$ cat src/rtl/vga_timing_gen.sv
// ---------------------------------------------------------------------------
// vga_timing_gen
//
// Parametrised VGA raster timing generator. Sits between the PPU line buffer
// and the board VGA DAC pins: it walks the horizontal/vertical raster, tells
// the line buffer which address it needs next, and turns the RGB555 pixel it
// gets back into registered sync and colour outputs.
//
// Ports:
//   clk           pixel clock
//   reset_n       asynchronous active-low reset
//   sync          synchronous frame restart, active high (wins over everything)
//   border        draw a full-intensity frame on the active-area edges
//   scan_en       dim odd active lines (scanline effect)
//   pixel         RGB555 for this cycle: R=[4:0], G=[9:5], B=[14:10]
//   vga_h, vga_v  registered hsync / vsync, active level HS_POL / VS_POL
//   vga_r/g/b     registered colour, COLOR_BITS per channel, 1-cycle latency
//   hcount        current horizontal counter
//   vcount        current vertical counter
//   next_pixel_x  ping-pong line-buffer address needed on the next cycle:
//                 MSB selects the buffer half, low LB_AW bits the pixel
//   blank         high outside the active area (combinational from counters)
//   frame_start   one-cycle pulse the cycle after the raster sat at (0,0)
// ---------------------------------------------------------------------------
module vga_timing_gen #(
    parameter int H_ACTIVE   = 512,
    parameter int H_FP       = 58,
    parameter int H_SYNC     = 82,
    parameter int H_BP       = 30,
    parameter int V_ACTIVE   = 480,
    parameter int V_FP       = 10,
    parameter int V_SYNC     = 2,
    parameter int V_BP       = 32,
    parameter int HS_POL     = 0,
    parameter int VS_POL     = 0,
    parameter int COLOR_BITS = 4,
    parameter int LB_AW      = 9
) (
    input  logic                  clk,
    input  logic                  reset_n,
    input  logic                  sync,
    input  logic                  border,
    input  logic                  scan_en,
    input  logic [14:0]           pixel,
    output logic                  vga_h,
    output logic                  vga_v,
    output logic [COLOR_BITS-1:0] vga_r,
    output logic [COLOR_BITS-1:0] vga_g,
    output logic [COLOR_BITS-1:0] vga_b,
    output logic [9:0]            hcount,
    output logic [9:0]            vcount,
    output logic [LB_AW:0]        next_pixel_x,
    output logic                  blank,
    output logic                  frame_start
);

    localparam logic [9:0] H_LAST   = 10'(H_ACTIVE + H_FP + H_SYNC + H_BP - 1);
    localparam logic [9:0] V_LAST   = 10'(V_ACTIVE + V_FP + V_SYNC + V_BP - 1);
    localparam logic [9:0] H_VIS    = 10'(H_ACTIVE);
    localparam logic [9:0] V_VIS    = 10'(V_ACTIVE);
    localparam logic [9:0] H_EDGE   = 10'(H_ACTIVE - 1);
    localparam logic [9:0] V_EDGE   = 10'(V_ACTIVE - 1);
    localparam logic [9:0] HS_START = 10'(H_ACTIVE + H_FP);
    localparam logic [9:0] HS_END   = 10'(H_ACTIVE + H_FP + H_SYNC);
    localparam logic [9:0] VS_START = 10'(V_ACTIVE + V_FP);
    localparam logic [9:0] VS_END   = 10'(V_ACTIVE + V_FP + V_SYNC);
    localparam logic       HS_ON    = (HS_POL != 0);
    localparam logic       VS_ON    = (VS_POL != 0);

    logic [9:0] h;
    logic [9:0] v;
    logic       line_sel;
    logic       hend;
    logic       vend;
    logic [9:0] new_h;
    logic       ptr_msb;
    logic       on_edge;

    logic [COLOR_BITS-1:0] r_n;
    logic [COLOR_BITS-1:0] g_n;
    logic [COLOR_BITS-1:0] b_n;

    // The lowest bits of each 5-bit field are dropped when COLOR_BITS < 5.
    logic unused_pixel_bits;
    assign unused_pixel_bits = ^pixel;

    assign hend  = (h == H_LAST);
    assign vend  = (v == V_LAST);
    assign new_h = (hend || sync) ? 10'd0 : h + 10'd1;

    // The line buffer half flips at the end of each line, so the address
    // for the first pixel of the next line already points at the other half.
    assign ptr_msb      = sync ? 1'b0 : (hend ? ~line_sel : line_sel);
    assign next_pixel_x = {ptr_msb, new_h[LB_AW-1:0]};

    assign hcount = h;
    assign vcount = v;
    assign blank  = !((h < H_VIS) && (v < V_VIS));

    assign on_edge = (h == 10'd0) || (h == H_EDGE) || (v == 10'd0) || (v == V_EDGE);

    // Colour stages in rising priority: truncate, scanline dim, border, blank.
    always_comb begin
        r_n = pixel[4 -: COLOR_BITS];
        g_n = pixel[9 -: COLOR_BITS];
        b_n = pixel[14 -: COLOR_BITS];
        if (scan_en && v[0]) begin
            r_n = r_n >> 1;
            g_n = g_n >> 1;
            b_n = b_n >> 1;
        end
        if (border && on_edge) begin
            r_n = '1;
            g_n = '1;
            b_n = '1;
        end
        if (blank) begin
            r_n = '0;
            g_n = '0;
            b_n = '0;
        end
    end

    always_ff @(posedge clk or negedge reset_n) begin
        if (!reset_n) begin
            h           <= 10'd0;
            v           <= 10'd0;
            line_sel    <= 1'b0;
            vga_h       <= ~HS_ON;
            vga_v       <= ~VS_ON;
            vga_r       <= '0;
            vga_g       <= '0;
            vga_b       <= '0;
            frame_start <= 1'b0;
        end else begin
            h <= new_h;

            if (sync) begin
                v        <= 10'd0;
                line_sel <= 1'b0;
            end else if (hend) begin
                v        <= vend ? 10'd0 : v + 10'd1;
                line_sel <= ~line_sel;
            end

            // Sync outputs only change on exact counter matches, so a restart
            // can only ever drive them inactive -- never create a pulse.
            if (sync) begin
                vga_h <= ~HS_ON;
            end else if (h == HS_START) begin
                vga_h <= HS_ON;
            end else if (h == HS_END) begin
                vga_h <= ~HS_ON;
            end

            if (sync) begin
                vga_v <= ~VS_ON;
            end else if ((h == HS_START) && (v == VS_START)) begin
                vga_v <= VS_ON;
            end else if ((h == HS_START) && (v == VS_END)) begin
                vga_v <= ~VS_ON;
            end

            // Colours freeze while a restart is held.
            if (!sync) begin
                vga_r <= r_n;
                vga_g <= g_n;
                vga_b <= b_n;
            end

            frame_start <= !sync && (h == 10'd0) && (v == 10'd0);
        end
    end

endmodule

$ cat config.mk
export PLATFORM = sky130hd
export DESIGN_NAME = vga_timing_gen
export DESIGN_NICKNAME = d
export VERILOG_FILES = /design/src/rtl/vga_timing_gen.sv
export SDC_FILE = /design/constraint.sdc
export NUM_CORES = 1
export LEC_CHECK = 0
export CAP_MARGIN = 20
export CELL_PAD_IN_SITES_DETAIL_PLACEMENT = 0
export CELL_PAD_IN_SITES_GLOBAL_PLACEMENT = 2
export CORE_ASPECT_RATIO = 0.9
export CORE_MARGIN = 1
export CORE_UTILIZATION = 28
export CTS_CLUSTER_SIZE = 40
export DETAILED_ROUTE_END_ITERATION = 6
export PLACE_DENSITY = 0.75
export SLEW_MARGIN = 20
export SYNTH_ARGS = -nofsm -noshare
export SYNTH_HDL_FRONTEND = slang
export SYNTH_SLANG_ARGS = --single-unit
$ cat constraint.sdc
create_clock -name clk -period 2.3 [get_ports clk]
set_input_delay 0.23 -clock clk [delete_from_list [all_inputs] [get_ports clk]]
set_output_delay 0.23 -clock clk [all_outputs]
set_load 0.005 [all_outputs]
**After elaboration in Yosys (flattened, before gate mapping)**

Index checks and enable logic that the tools add are counted.

- Register bits after elaboration: 36
- Input port bits: 20
- Logic and storage cells: 61

- $lt $le $gt $ge: 2
- Reduce and logical (&&, ||, !) cells: 18
- Mux-type cells: 21
- Eq/ne operators: 8
- Add/sub/neg operators: 2
- Bitwise logic cells: 1

Operators with widths:

| kind | number |
|---|---|
| 10-bit == test, second input constant | 4 |
| 10-bit by 9-bit == test with 1-bit output, second input constant | 4 |
| 10-bit two-way mux | 4 |
| 4-bit two-way mux | 9 |
| 10-bit by 1-bit adder with 10-bit output, second input constant | 2 |
| 10-bit logical NOT | 2 |
| 10-bit less-than comparator, second input constant | 1 |
| 10-bit by 9-bit less-than comparator with 1-bit output, second input constant | 1 |
| 1-bit two-way mux | 8 |
| 1-bit logical AND | 7 |
| 3-bit nonzero test | 2 |
| 1-bit logical OR | 4 |
| 1-bit logical NOT | 2 |
| 2-bit nonzero test | 1 |
| 1-bit NOT | 1 |

**Longest topological paths before layout**

Gate-level depths: netlist of the first run.

- Depth in word-level cells: 7
- Mapped depth: 8

**Least setup slack after synthesis of the first run**

OpenSTA, ideal clock, no wires.

- Path kind: register to output
- From: register h[1] (netlist: hcount[1])
- To: output next_pixel_x[2]
- Stages on the path, launching flop included: 9
- Arrival time: 1.683 ns
- Path slack: 0.387 ns
- Path buffers: 2
- Data required time: 2.070 ns
- Path through: dfrtp_1 inv_1 ha_1 and4b_2 and3_1 or2_1 clkbuf_1 nor2_1 buf_4

- Longest elaborated chain between the ends: 3
- Elaborated cells on any way between the ends: 4
- Classes of those cells: 1 x add/sub; 1 x eq/ne; 1 x mux; 1 x reduce/logical

Ends and longest elaborated chain:

| item | RTL line | RTL |
|---|---|---|
| start, declared | 70 | `logic [9:0] h;` |
| start signal, assigned | 136 | `h <= new_h;` |
| parallel branches: the longest is 2 deep, another holds 10-bit by 1-bit adder with 10-bit output | n/a |  |
| 10-bit two-way mux (*) | 89 | `assign new_h = (hend \|\| sync) ? 10'd0 : h + 10'd1;` |
| end, declared | 52 | `output logic [LB_AW:0] next_pixel_x,` |

Every way passes the cells marked *.

**Final worst setup path of the first run**

- From: register h[0] (netlist: hcount[0])
- To: output next_pixel_x[1]

The elaborated chain is that of the path after synthesis.

==> impl_results.md, run 1 <==
- VDD IR max: 0.000165 V
- Multi-input gate area: around 1200 um^2
- Total Nets Final: roughly 330
- Reg2reg start: hcount[1]
- CTS clk-pin slew, worst paths: ~0.080 ns
- Initial antenna violation count: 0
- DRT Pass-1 Iters: 4
- Critical Path End Type: primary output
- Remaining global-route overflow: 0
- Synth top area cells: dfrtp_1 (38%), mux2i_1 (4.9%), nand3_2 (4.9%)
- Port Buffers: 62
- Most frequent cells in the layout: clkdlybuf4s50_1 (52), dfrtp_1 (34), nand2_1 (22)
- Final setup viols: 0
- First-pass GRT wire length: 9880 um
- Max clock buf depth: 2
- Largest family of logic cells by synthesized area: simple AND/OR/NAND/NOR gates
- Die width: 96.1 um
- TritonCTS Buffers: 5
- Max-cap violation count: 0
- #FFs+latches synth: 36
- Number of global-route vias before repair: roughly 1900
- NetSw: around 360 uW
- Initial core utilization: between 20 and 30%
- Post-DR vias/cell: between 4 and 5
- Max Slew Vio Count: 0
- Power Internal: ~1000 uW
- H-tree depth: 2
- Synth Area in Compound Gates: around 6.8%
- Mean area per synthesized cell: approximately 9.7 um^2
- All-Layer GR Usage: roughly 16%
- Rows: 30
- Final Hold Vio Count: 0
- Status: finished, final reports clean
- RSZ-0062 raised after global routing: yes
- Post-synthesis instance total: about 230
- DIE AREA: between 8000 and 9000 um^2
- Yosys cell types: 52
- Latest clock arrival within the worst-skew pair: between 0.2 and 0.3 ns
- First DRT Iteration DRCs: between 60 and 70
- Post-detail-place hpwl: 4380 um
- Yosys warns: 0
- Logic pwr share: ~17%
- Leakage: roughly 0.0014 uW
- Synth top area share: a little under two fifths
- Synthesized Nets: approximately 260
- Crit path time final: around 2.2 ns
- Startpoint Class: flop
- Minimum setup slack in the final design: approximately 0.1 ns
- Clk sink count: 36
- Worst Hold Class: primary input to async pin
- Core area: ~7600 um^2
- R2R Setup Slk: 0.13 ns
- Routed vias: a little under 2000
- Post-Place Worst Slack: between 0.02 and 0.03 ns
- CTS tree: built
- Synthesized area: around 2200 um^2
- Mux cell area share after synthesis: under 10%
- Drt wl/cell: approximately 15 um
- WL final: around 6200 um
- Antenna Cells: 0
- Fmax: 0.455 GHz
- Setup Skew: about 0.0074 ns
- Sequential fraction of the synthesis area: a little over 40%
- Reg2reg end: vga_r[3]
- XOR/XNOR Fraction of Synth Area: under 10%
- Reg power frac: between 40% and 50%
- Synth Area in Simple Gates: between 30 and 40%
- Synth Flop Type: dfrtp_1
- Sw Ratio: between 20% and 30%
- IO Pins: 66
- Worst Path Required: between 2 and 2.5 ns
- Antenna-violating nets left: 0
- Die Y: a little under 90 um
- Largest net degree at the start of global routing: 24
- Fillcell total: 768
- Worst path arrival time: 1.97 ns
- Reg2Reg Depth: 7
- Post-Synth Adder-Cell Area: just under 4%
- Post-synth ARST share: 100%
- Area growth syn-to-layout: 39.8%
- Post-synth top area cell: dfrtp_1
- Relative slew slack: about three fifths
- Most common cell after layout, fill and taps aside: clkdlybuf4s50_1
- Drt drc: 0
- Setup CP Type: flop to primary output
- Final Cycle Share: between 90% and 100%
- Clock group share of total power: approximately a third
- Crit-path max FO: 2
- Register area: approximately 900 um^2
- Total Power: ~1400 uW
- EDFF count, synth: 0
- RD Place Congestion: approximately 0.76
- Layout cells sized above 1: between 20% and 30%
- Worst Tran Pin Value: 0.628 ns
- Clk root buf: clkbuf_8
- Pwr dens: 447 nW/um^2
what timing repair did:
action | in CTS | in global routing
gates cloned | 1 | 0
resized for setup | 27 | 10
endpoints found under the setup margin | 9 | 10
hold buffers | 1 | 0
setup buffers | 2 | 0
pin swaps | 1 | 1
endpoints found under the hold margin | 12 | 0
flip-flops by register name, summed over array words and instances, names as in the netlist:
signal       count
line_sel         1
vga_g            4
hcount          10
vga_b            4
vga_r            4
frame_start      1
vga_v            1
vga_h            1
vcount          10
cell usage after synthesis, types with 2 or more instances:
library cell / count
nand3_1: 12
and4bb_2: 2
nand3_2: 11
nand4b_1: 5
buf_4: 10
o22ai_1: 2
nor4_1: 4
or2_2: 2
nand2_1: 22
o21ai_0: 2
nand2b_1: 3
buf_6: 4
xnor2_1: 6
o21bai_1: 2
or3_2: 8
and3_1: 3
a31oi_1: 4
or3_1: 2
dfstp_2: 2
buf_2: 3
a21oi_1: 6
xor2_1: 3
inv_1: 9
mux2i_1: 11
nor3_1: 2
nand4_1: 7
clkbuf_8: 2
nor2_1: 17
ha_1: 7
dfrtp_1: 34
cells by family after synthesis:
group / Yosys count
buffers and inverters: 31
adder cells (fa/ha/maj): 7
multiplexers: 11
XOR/XNOR: 9
AO/OA/AOI/OAI: 23
AND/OR/NAND/NOR: 112
flip-flops: 36
critical path: stages (launching register included):
cell,delay (ns)
dfrtp_1,0.38
ha_1,0.19
and4b_2,0.23
a31oi_2,0.21
and2_4,0.17
clkdlybuf4s50_1,0.49
routing by layer:
metal	up-vias	routed length [um]	GRT usage [%]
met5	-	0	0
met4	0	51	3.66
met3	6	353	4.65
met2	50	2790	23.7
met1	918	2960	21.9
li1	947	-	-
through the flow:
step / hold slack [ns] / std cells / setup TNS, ns / utilization (%) / instance area, um^2
2_1_floorplan: -0.0656 / 229 / 0 / - / 2230
3_3_place_gp: 0.140 / 386 / 0 / 38.6 / 2940
3_5_place_dp: 0.142 / 386 / 0 / 38.6 / 2940
4_1_cts: 0.372 / 398 / 0 / 40.6 / 3100
5_1_grt: 0.374 / 398 / -0.0132 / 41.0 / 3120
6_report: 0.358 / 398 / 0 / 41.0 / 3120
worst max path at each step:
stage / start / to / slack, ns / cells after the start
after floorplan: hcount[1] / next_pixel_x[2] / 0.39 / 8
after global placement: hcount[1] / next_pixel_x[4] / 0.009 / 7
after detailed placement: hcount[1] / next_pixel_x[3] / 0.03 / 7
after CTS: hcount[1] / next_pixel_x[1] / 0.04 / 6
after global routing: hcount[1] / next_pixel_x[1] / -0.01 / 6
final: hcount[0] / next_pixel_x[1] / 0.10 / 5
power by group through the flow:
stage	clock, uW	sequential [uW]	combinational, uW
2_1_floorplan	0	695	90.8
3_3_place_gp	0	687	225
3_5_place_dp	0	688	226
4_1_cts	497	675	238
5_1_grt	524	680	261
6_report	484	676	236
layout make-up:
cell class | count | share of cell area (%)
Multi-Input combinational cell | 163 | 37.9
Sequential cell | 36 | 28.9
Clock buffer | 7 | 2.77
Inverter | 10 | 1.20
Tap cell | 96 | 3.85
Clock inverter | 1 | 0.241
Timing Repair Buffer | 85 | 25.1
No activity file was read; power rests on OpenSTA's default activity.
==> inputs of run 2 (changes only) <==
- CAP_MARGIN: 20 -> default
==> results of run 2 <==
The final DEF is identical to that of run 1; final timing and power are the same.
==> inputs of run 3 (changes only) <==
- CTS_CLUSTER_SIZE: 40 -> 16
- GPL_TIMING_DRIVEN: default -> 1
==> results of run 3 <==
The final DEF is identical to that of run 1; final timing and power are the same.
